===== src/rtl/sobel_calc_if.sv =====
// Stream interface for sobel_calc: column-triple input strobe and binarized/gray pixel output.
interface sobel_calc_if;
    logic       pi_flag;
    logic [7:0] line0;
    logic [7:0] line1;
    logic [7:0] line2;
    logic       po_flag;
    logic [7:0] po_data;
    logic       po_done;

    modport master (
        output pi_flag, line0, line1, line2,
        input  po_flag, po_data, po_done
    );

    modport slave (
        input  pi_flag, line0, line1, line2,
        output po_flag, po_data, po_done
    );
endinterface


===== src/rtl/sobel_calc.sv =====
// 3x3 Sobel |Gx|+|Gy| over a streamed column-triple image, three-stage pipeline.
// Build option SOBEL_GRAY_OUT_EN: output the saturated magnitude instead of a thresholded pixel.
module sobel_calc #(
    parameter int COL_NUM = 100,
    parameter int ROW_NUM = 100,
    parameter int THRESH  = 120
) (
    input  logic         sclk,
    input  logic         rst,
    sobel_calc_if.slave  bus
);
    localparam int COL_W = $clog2(COL_NUM);
    localparam int ROW_W = $clog2(ROW_NUM);

    logic [COL_W-1:0]   r_col_cnt;
    logic [ROW_W-1:0]   r_row_cnt;
    logic [7:0]         r_p11, r_p12, r_p13;
    logic [7:0]         r_p21, r_p22, r_p23;
    logic [7:0]         r_p31, r_p32, r_p33;
    logic               r_v1, r_d1, r_v2, r_d2;
    logic signed [10:0] r_gx, r_gy;
    logic               r_po_flag, r_po_done;
    logic [7:0]         r_po_data;

    logic               w_win_valid, w_col_last, w_row_last;
    logic [9:0]         w_gx_pos, w_gx_neg, w_gy_pos, w_gy_neg;
    logic signed [10:0] w_gx, w_gy;
    logic [9:0]         w_abs_gx, w_abs_gy;
    logic [10:0]        w_mag;
    logic [7:0]         w_pix;

    function automatic logic [9:0] abs11(input logic signed [10:0] v);
        logic signed [10:0] n;
        n = -v;
        if (v < 11'sd0) begin
            return n[9:0];
        end else begin
            return v[9:0];
        end
    endfunction

    // Column position decode and kernel arithmetic on the current window
    always_comb begin
        w_col_last  = (r_col_cnt == COL_W'(COL_NUM - 1));
        w_row_last  = (r_row_cnt == ROW_W'(ROW_NUM - 3));
        w_win_valid = bus.pi_flag && (r_col_cnt >= COL_W'(2));
        w_gx_pos    = {2'b00, r_p13} + {1'b0, r_p23, 1'b0} + {2'b00, r_p33};
        w_gx_neg    = {2'b00, r_p11} + {1'b0, r_p21, 1'b0} + {2'b00, r_p31};
        w_gy_pos    = {2'b00, r_p31} + {1'b0, r_p32, 1'b0} + {2'b00, r_p33};
        w_gy_neg    = {2'b00, r_p11} + {1'b0, r_p12, 1'b0} + {2'b00, r_p13};
        w_gx        = $signed({1'b0, w_gx_pos}) - $signed({1'b0, w_gx_neg});
        w_gy        = $signed({1'b0, w_gy_pos}) - $signed({1'b0, w_gy_neg});
    end

    // Magnitude and output pixel mapping from the registered gradients
    always_comb begin
        w_abs_gx = abs11(r_gx);
        w_abs_gy = abs11(r_gy);
        w_mag    = {1'b0, w_abs_gx} + {1'b0, w_abs_gy};
`ifdef SOBEL_GRAY_OUT_EN
        if (w_mag > 11'd255) begin
            w_pix = 8'hFF;
        end else begin
            w_pix = w_mag[7:0];
        end
`else
        if (w_mag >= 11'(THRESH)) begin
            w_pix = 8'hFF;
        end else begin
            w_pix = 8'h00;
        end
`endif
    end

    // Column/row position counters; row wraps after ROW_NUM-2 input rows
    always_ff @(posedge sclk) begin
        if (rst) begin
            r_col_cnt <= '0;
            r_row_cnt <= '0;
        end else if (bus.pi_flag) begin
            if (w_col_last) begin
                r_col_cnt <= '0;
                r_row_cnt <= w_row_last ? '0 : r_row_cnt + ROW_W'(1);
            end else begin
                r_col_cnt <= r_col_cnt + COL_W'(1);
            end
        end
    end

    // Stage 1: window shift (not cleared at row wrap; cols 0/1 never form a valid window)
    always_ff @(posedge sclk) begin
        if (rst) begin
            {r_p11, r_p12, r_p13} <= 24'd0;
            {r_p21, r_p22, r_p23} <= 24'd0;
            {r_p31, r_p32, r_p33} <= 24'd0;
            r_v1 <= 1'b0;
            r_d1 <= 1'b0;
        end else begin
            r_v1 <= w_win_valid;
            r_d1 <= w_win_valid && w_col_last && w_row_last;
            if (bus.pi_flag) begin
                {r_p11, r_p12, r_p13} <= {r_p12, r_p13, bus.line0};
                {r_p21, r_p22, r_p23} <= {r_p22, r_p23, bus.line1};
                {r_p31, r_p32, r_p33} <= {r_p32, r_p33, bus.line2};
            end
        end
    end

    // Stage 2: registered gradients
    always_ff @(posedge sclk) begin
        if (rst) begin
            r_gx <= 11'sd0;
            r_gy <= 11'sd0;
            r_v2 <= 1'b0;
            r_d2 <= 1'b0;
        end else begin
            r_gx <= w_gx;
            r_gy <= w_gy;
            r_v2 <= r_v1;
            r_d2 <= r_d1;
        end
    end

    // Stage 3: output registers; data holds between strobes
    always_ff @(posedge sclk) begin
        if (rst) begin
            r_po_flag <= 1'b0;
            r_po_done <= 1'b0;
            r_po_data <= 8'h00;
        end else begin
            r_po_flag <= r_v2;
            r_po_done <= r_d2;
            if (r_v2) begin
                r_po_data <= w_pix;
            end
        end
    end

    assign bus.po_flag = r_po_flag;
    assign bus.po_done = r_po_done;
    assign bus.po_data = r_po_data;
endmodule


===== src/flat_wrapper.sv =====
// flat-port wrapper written by rule: the top's interface ports become plain ports
module sobel_calc_flat 
#(
    parameter int COL_NUM = 100,
    parameter int ROW_NUM = 100,
    parameter int THRESH  = 120
)
  (sclk, rst, bus_pi_flag, bus_line0, bus_line1, bus_line2, bus_po_flag, bus_po_data, bus_po_done);
  sobel_calc_if bus_i ();
  input  logic sclk;
  input  logic rst;
  input wire logic [$bits(bus_i.pi_flag)-1:0] bus_pi_flag;
  input wire logic [$bits(bus_i.line0)-1:0] bus_line0;
  input wire logic [$bits(bus_i.line1)-1:0] bus_line1;
  input wire logic [$bits(bus_i.line2)-1:0] bus_line2;
  output wire logic [$bits(bus_i.po_flag)-1:0] bus_po_flag;
  output wire logic [$bits(bus_i.po_data)-1:0] bus_po_data;
  output wire logic [$bits(bus_i.po_done)-1:0] bus_po_done;
  assign bus_i.pi_flag = bus_pi_flag;
  assign bus_i.line0 = bus_line0;
  assign bus_i.line1 = bus_line1;
  assign bus_i.line2 = bus_line2;
  assign bus_po_flag = bus_i.po_flag;
  assign bus_po_data = bus_i.po_data;
  assign bus_po_done = bus_i.po_done;
  sobel_calc #(.COL_NUM(COL_NUM), .ROW_NUM(ROW_NUM), .THRESH(THRESH)) u_core (.sclk(sclk), .rst(rst), .bus(bus_i));
endmodule

===== config.mk =====
export PLATFORM = sky130hd
export DESIGN_NAME = sobel_calc_flat
export DESIGN_NICKNAME = d
export VERILOG_FILES = /design/src/rtl/sobel_calc_if.sv /design/src/rtl/sobel_calc.sv /design/src/flat_wrapper.sv
export SDC_FILE = /design/constraint.sdc
export NUM_CORES = 1
export LEC_CHECK = 0
export CAP_MARGIN = 20
export CORE_MARGIN = 5
export CORE_UTILIZATION = 40
export CTS_CLUSTER_SIZE = 20
export DETAILED_ROUTE_END_ITERATION = 12
export GPL_ROUTABILITY_DRIVEN = 0
export PLACE_DENSITY = 0.61
export SLEW_MARGIN = 20
export SYNTH_ARGS = -nofsm -noshare
export SYNTH_HDL_FRONTEND = slang
export SYNTH_SLANG_ARGS = --single-unit

===== constraint.sdc =====
create_clock -name sclk -period 3.3 [get_ports sclk]
set_input_delay 0.495 -clock sclk [delete_from_list [all_inputs] [get_ports sclk]]
set_output_delay 0.495 -clock sclk [all_outputs]
set_load 0.05 [all_outputs]

==> impl_table.tex, run 1 <==
\begin{tabular}{lr}
\hline
Metric & Value \\
\hline
\multicolumn{2}{l}{\textbf{Status}} \\
\quad Result of the run & finished, violations left \\
\quad Violations in the final reports & negative setup slack \\
\multicolumn{2}{l}{\textbf{Worst hold path}} \\
\quad Hold EP & u\_core.bus.po\_done\$\_SDFF\_PP0\_ \\
\quad Critical hold path startpoint & u\_core.r\_d2\$\_SDFF\_PP0\_ \\
\quad Path type of the worst min-delay path & flip-flop to flip-flop \\
\quad Worst Hold Depth & 1 \\
\multicolumn{2}{l}{\textbf{Yosys}} \\
\quad Warnings from Yosys & 0 \\
\quad Top cells by area, synth & sky130\_fd\_sc\_hd\_\_dfxtp\_1, sky130\_fd\_sc\_hd\_\_fa\_1, sky130\_fd\_sc\_hd\_\_mux2i\_1, sky130\_fd\_sc\_hd\_\_inv\_1, sky130\_fd\_sc\_hd\_\_ha\_1 \\
\quad Portion of synthesized cell area occupied by the leading cell type & 31.9\% \\
\quad Syn Std Cell Area & between 0.007 and 0.008 mm2 \\
\quad Count of different cell masters after synthesis & 47 \\
\quad Proportion of synthesized chip area in sequential cells & roughly a third \\
\quad Avg Cell Area, Syn & 9.51 um2 \\
\quad Post-synth net total & 890 \\
\quad Synthesized netlist cell count & between 700 and 800 \\
\quad Yosys top cell by area & sky130\_fd\_sc\_hd\_\_dfxtp\_1 \\
\quad Number of synthesized register bits & between 100 and 150 \\
\multicolumn{2}{l}{\textbf{Critical path}} \\
\quad Critical path fanouts, max & 2 \\
\quad Slowest CP cell & sky130\_fd\_sc\_hd\_\_fa\_1 \\
\quad Critical register-to-register path endpoint & u\_core.r\_gy[7]\$\_SDFF\_PP0\_ \\
\quad Crit path largest cell delay & 0.54 ns \\
\quad Critical path cell sequence & inv\_2, fa\_1, inv\_1, fa\_1, inv\_1, fa\_1, inv\_2, fa\_2, a21o\_1, a21oi\_2, o21bai\_1, a21oi\_1, mux2\_2 \\
\quad Kind of cell adding the most delay to the critical path & adder cells \\
\quad Crit path capture type & flip-flop \\
\quad Critical path startpoint category & flip-flop \\
\quad Most frequent CP cell & sky130\_fd\_sc\_hd\_\_fa\_1 \\
\quad Worst reg-to-reg setup slack & -0.10 ns \\
\quad Cell count of the worst reg-to-reg path & 13 \\
\quad R2R Path Start & u\_core.r\_p32[1]\$\_SDFFE\_PP0P\_ \\
\quad Crit path DAT & roughly 3.7 ns \\
\quad Number of buffer and inverter stages on the critical path & 4 \\
\quad Critical setup path kind & flip-flop to flip-flop \\
\quad Data required time at the worst endpoint & 3.60 ns \\
\multicolumn{2}{l}{\textbf{Floorplan}} \\
\quad Die footprint & around 0.021 mm2 \\
\quad Num ports & 37 \\
\quad Vertical die dimension & around 140 um \\
\quad Number of core rows & between 40 and 50 \\
\quad Core area & 0.0179 mm2 \\
\quad Starting utilization of the core area & roughly two fifths \\
\quad Chip width & 144 um \\
\multicolumn{2}{l}{\textbf{Cells and area}} \\
\quad Core utilization of the finished layout & 50.7\% \\
\quad Layout overhead on the synthesized area & 25.5\% \\
\quad Share of final-layout standard cells stronger than drive strength 1 & 19.6\% \\
\quad Fill count & around 1700 \\
\quad Final Cell Area & $\sim$0.009 mm2 \\
\quad Number of inserted diodes & 0 \\
\quad Total number of nets in the final design & 969 \\
\multicolumn{2}{l}{\textbf{Place}} \\
\quad Area after DPL & 0.00817 mm2 \\
\quad Count of buffers from port buffering & 36 \\
\quad Worst slack after detailed placement & -0.174 ns \\
\quad Placed wire-length estimate & 9.67 mm \\
\multicolumn{2}{l}{\textbf{Pwr}} \\
\quad Static leakage & between 3 and 4 nW \\
\quad Total power density per cell area & roughly 700 mW/mm2 \\
\quad Peak supply drop & 492 uV \\
\multicolumn{2}{l}{\textbf{Clocking}} \\
\quad Post-CTS Hold Buffers & 0 \\
\quad Clock transition at the register clock pins on the worst setup and hold paths after CTS & approximately 0.050 ns \\
\quad Max clock buf depth & 2 \\
\quad Depth of the CTS H-tree & 4 \\
\quad Number of buffers added by the clock tree synthesis step & 17 \\
\quad Clock Latency Late Sink & $\sim$0.42 ns \\
\quad CTS tree & yes \\
\quad Number of clock sinks seen by CTS & between 100 and 150 \\
\quad Root Buffer Master & sky130\_fd\_sc\_hd\_\_clkbuf\_16 \\
\multicolumn{2}{l}{\textbf{Job}} \\
\quad Number of max-cap violations & 0 \\
\multicolumn{2}{l}{\textbf{Global routing}} \\
\quad Global-route wire length before repair & around 24 mm \\
\quad Total grt overflow & 0 \\
\quad Combined global-route utilization of all metal layers & roughly 14\% \\
\quad Antenna violations before repair & 0 \\
\quad Vias in the first global route & 5094 \\
\quad Maximum number of pins on one net before global-route repair & 80 \\
\multicolumn{2}{l}{\textbf{Timing}} \\
\quad Clock tree skew after final layout & roughly 0.011 ns \\
\quad Final total negative setup slack & -0.398 ns \\
\quad Number of hold violations in the final report & 0 \\
\quad Peak Freq & slightly below 300 MHz \\
\quad Final cycle utilization of the critical path & 103\% \\
\quad Finish-stage setup viols & 5 \\
\quad Final-report max-slew violation count & 0 \\
\quad Final critical-path setup slack & -0.105 ns \\
\quad Setup repair after global routing missed its margin & true \\
\quad Min Clock Period, post-route & between 3 and 4 ns \\
\quad Max\_slew headroom & between 40\% and 50\% \\
\quad Pin slew with the least headroom to its limit & 0.789 ns \\
\multicolumn{2}{l}{\textbf{Drt}} \\
\quad Sum of routed wire length over all layers & 13.5 mm \\
\quad Vias & between 5000 and 6000 \\
\quad Average via count per standard cell & around 4.6 \\
\quad Post-route DRC violation count & 0 \\
\quad Drt first pass iters & 4 \\
\quad Detail Route Antenna Nets & 0 \\
\quad Wire length per cell after detailed routing & 12.5 um \\
\quad Violation count after the first detailed-routing iteration & around 160 \\
\hline
\end{tabular}
logic make-up after synthesis:
kind of cell	after synthesis	share of synthesized area [%]
simple gates	182	12.5
buf+inv	174	9.49
flops	115	31.9
fa+ha+maj	103	24.4
mux	78	10.9
compound gates	75	6.82
xor+xnor	33	4.00
cell usage in the layout, fill, tap and decap left out, types with 6 or more instances in the layout:
cell type	netlist	layout
sky130_fd_sc_hd__ha_1	40	25
sky130_fd_sc_hd__buf_4	7	50
sky130_fd_sc_hd__a21o_1	6	6
sky130_fd_sc_hd__nand2b_1	10	10
sky130_fd_sc_hd__nand2_1	13	13
sky130_fd_sc_hd__xnor2_1	26	24
sky130_fd_sc_hd__clkbuf_16	0	17
sky130_fd_sc_hd__nor2b_1	16	16
sky130_fd_sc_hd__ha_4	0	11
sky130_fd_sc_hd__inv_2	0	11
sky130_fd_sc_hd__a21oi_1	18	11
sky130_fd_sc_hd__dfxtp_1	115	97
sky130_fd_sc_hd__clkdlybuf4s50_1	0	34
sky130_fd_sc_hd__mux2i_1	72	72
sky130_fd_sc_hd__o21ai_0	18	15
sky130_fd_sc_hd__inv_1	144	133
sky130_fd_sc_hd__dfxtp_2	0	17
sky130_fd_sc_hd__fa_1	63	61
sky130_fd_sc_hd__nor2_1	101	101
sky130_fd_sc_hd__xor2_1	7	7
worst max-delay path by stage:
stage                                  from                    endpoint  slack, ns  cells after the start
6_report       u_core.r_p32[1]$_SDFFE_PP0P_   u_core.r_gy[7]$_SDFF_PP0_      -0.10                     13
4_1_cts        u_core.r_p33[2]$_SDFFE_PP0P_   u_core.r_gy[7]$_SDFF_PP0_      -0.16                     13
2_1_floorplan  u_core.r_p33[2]$_SDFFE_PP0P_   u_core.r_gx[7]$_SDFF_PP0_      -0.04                     13
3_3_place_gp   u_core.r_p33[5]$_SDFFE_PP0P_  u_core.r_gx[10]$_SDFF_PP0_      -0.17                     12
5_1_grt        u_core.r_p32[1]$_SDFFE_PP0P_   u_core.r_gy[7]$_SDFF_PP0_      -0.24                     13
3_5_place_dp   u_core.r_p33[2]$_SDFFE_PP0P_   u_core.r_gy[7]$_SDFF_PP0_      -0.17                     13
layer usage:
layer | routed length (um) | track usage [%] | vias to the layer above
met5 | 0 | 0 | -
met4 | 153 | 3.98 | 0
met3 | 345 | 3.67 | 10
met2 | 6550 | 22.6 | 48
met1 | 6490 | 18.8 | 2379
li1 | - | - | 2580
what timing repair did:
action | in CTS | in global routing
setup buffers | 3 | 1
endpoints found under the setup margin | 10 | 13
resized for setup | 22 | 50
endpoints found under the hold margin | 0 | 0
pin swaps | 26 | 30
synth_stat cells (all sizes together):
| cell type | count |
|---|---|
| o21ba | 1 |
| nand3 | 1 |
| a21o | 6 |
| o21bai | 5 |
| nand4 | 6 |
| nor4 | 6 |
| and3 | 1 |
| o21a | 3 |
| clkbuf | 11 |
| o21ai | 18 |
| nand2 | 13 |
| mux2i | 72 |
| a21oi | 18 |
| and3b | 1 |
| buf | 19 |
| or2 | 1 |
| nor3 | 6 |
| a211oi | 4 |
| nand2b | 10 |
| a2111oi | 2 |
| a41oi | 1 |
| dfxtp | 115 |
| or4 | 3 |
| nor2 | 101 |
| mux2 | 6 |
| nor3b | 3 |
| inv | 144 |
| a32o | 1 |
| ha | 40 |
| and2 | 1 |
| xor2 | 7 |
| nor4bb | 4 |
| o31ai | 4 |
| o211ai | 3 |
| o41ai | 6 |
| a21bo | 2 |
| xnor2 | 26 |
| nand3b | 2 |
| nor2b | 16 |
| or3 | 5 |
| a31oi | 1 |
| nor4b | 2 |
| fa | 63 |
worst register-to-register path, cell delays in order (launching register included):
cell,delay (ns)
sky130_fd_sc_hd__dfxtp_2,0.33
sky130_fd_sc_hd__inv_2,0.04
sky130_fd_sc_hd__fa_1,0.54
sky130_fd_sc_hd__inv_1,0.05
sky130_fd_sc_hd__fa_1,0.50
sky130_fd_sc_hd__inv_1,0.05
sky130_fd_sc_hd__fa_1,0.50
sky130_fd_sc_hd__inv_2,0.06
sky130_fd_sc_hd__fa_2,0.33
sky130_fd_sc_hd__a21o_1,0.17
sky130_fd_sc_hd__a21oi_2,0.16
sky130_fd_sc_hd__o21bai_1,0.09
sky130_fd_sc_hd__a21oi_1,0.13
sky130_fd_sc_hd__mux2_2,0.34
sequential cells by signal (all words and copies together) (netlist names), 7 cells and up:
signal            count
u_core.r_p21          8
u_core.r_p23          8
u_core.r_p11          8
u_core.r_col_cnt      7
u_core.r_p33          8
u_core.r_p13          8
u_core.r_gy          11
u_core.r_p31          8
u_core.r_row_cnt      7
u_core.r_p12          8
u_core.r_p22          8
u_core.r_p32          8
u_core.r_gx          11
final cells by class:
class	instances	area [um2]	share of cell area, %
Tap cell	229	287	3.16
Multi-Input combinational cell	471	4550	50.2
Timing Repair Buffer	90	792	8.73
Clock inverter	10	75.1	0.828
Sequential cell	115	2330	25.7
Clock buffer	22	494	5.45
Inverter	144	541	5.96
through the flow:
stage	power (mW)	hold slack [ns]	std cells
global route	6.74	0.461	1081
detailed placement	4.17	0.428	1047
CTS	6.10	0.442	1082
floorplan	3.53	0.414	760
finish	6.23	0.436	1081
global placement	4.15	0.420	1047
report_power, final:
group	leakage, nW	internal [mW]	switching [mW]
registers	0.948	1.53	0.134
logic	2.76	1.44	1.39
clock network	0.271	1.06	0.680
total	3.98	4.03	2.20
Note: power is estimated with default switching activity, not from simulation.
==> run 2, diff against run 1 <==
- CTS_CLUSTER_SIZE: 20 -> unset
==> results of run 2 <==
Same layout as run 1: the final DEF is identical, and so are final timing and power.
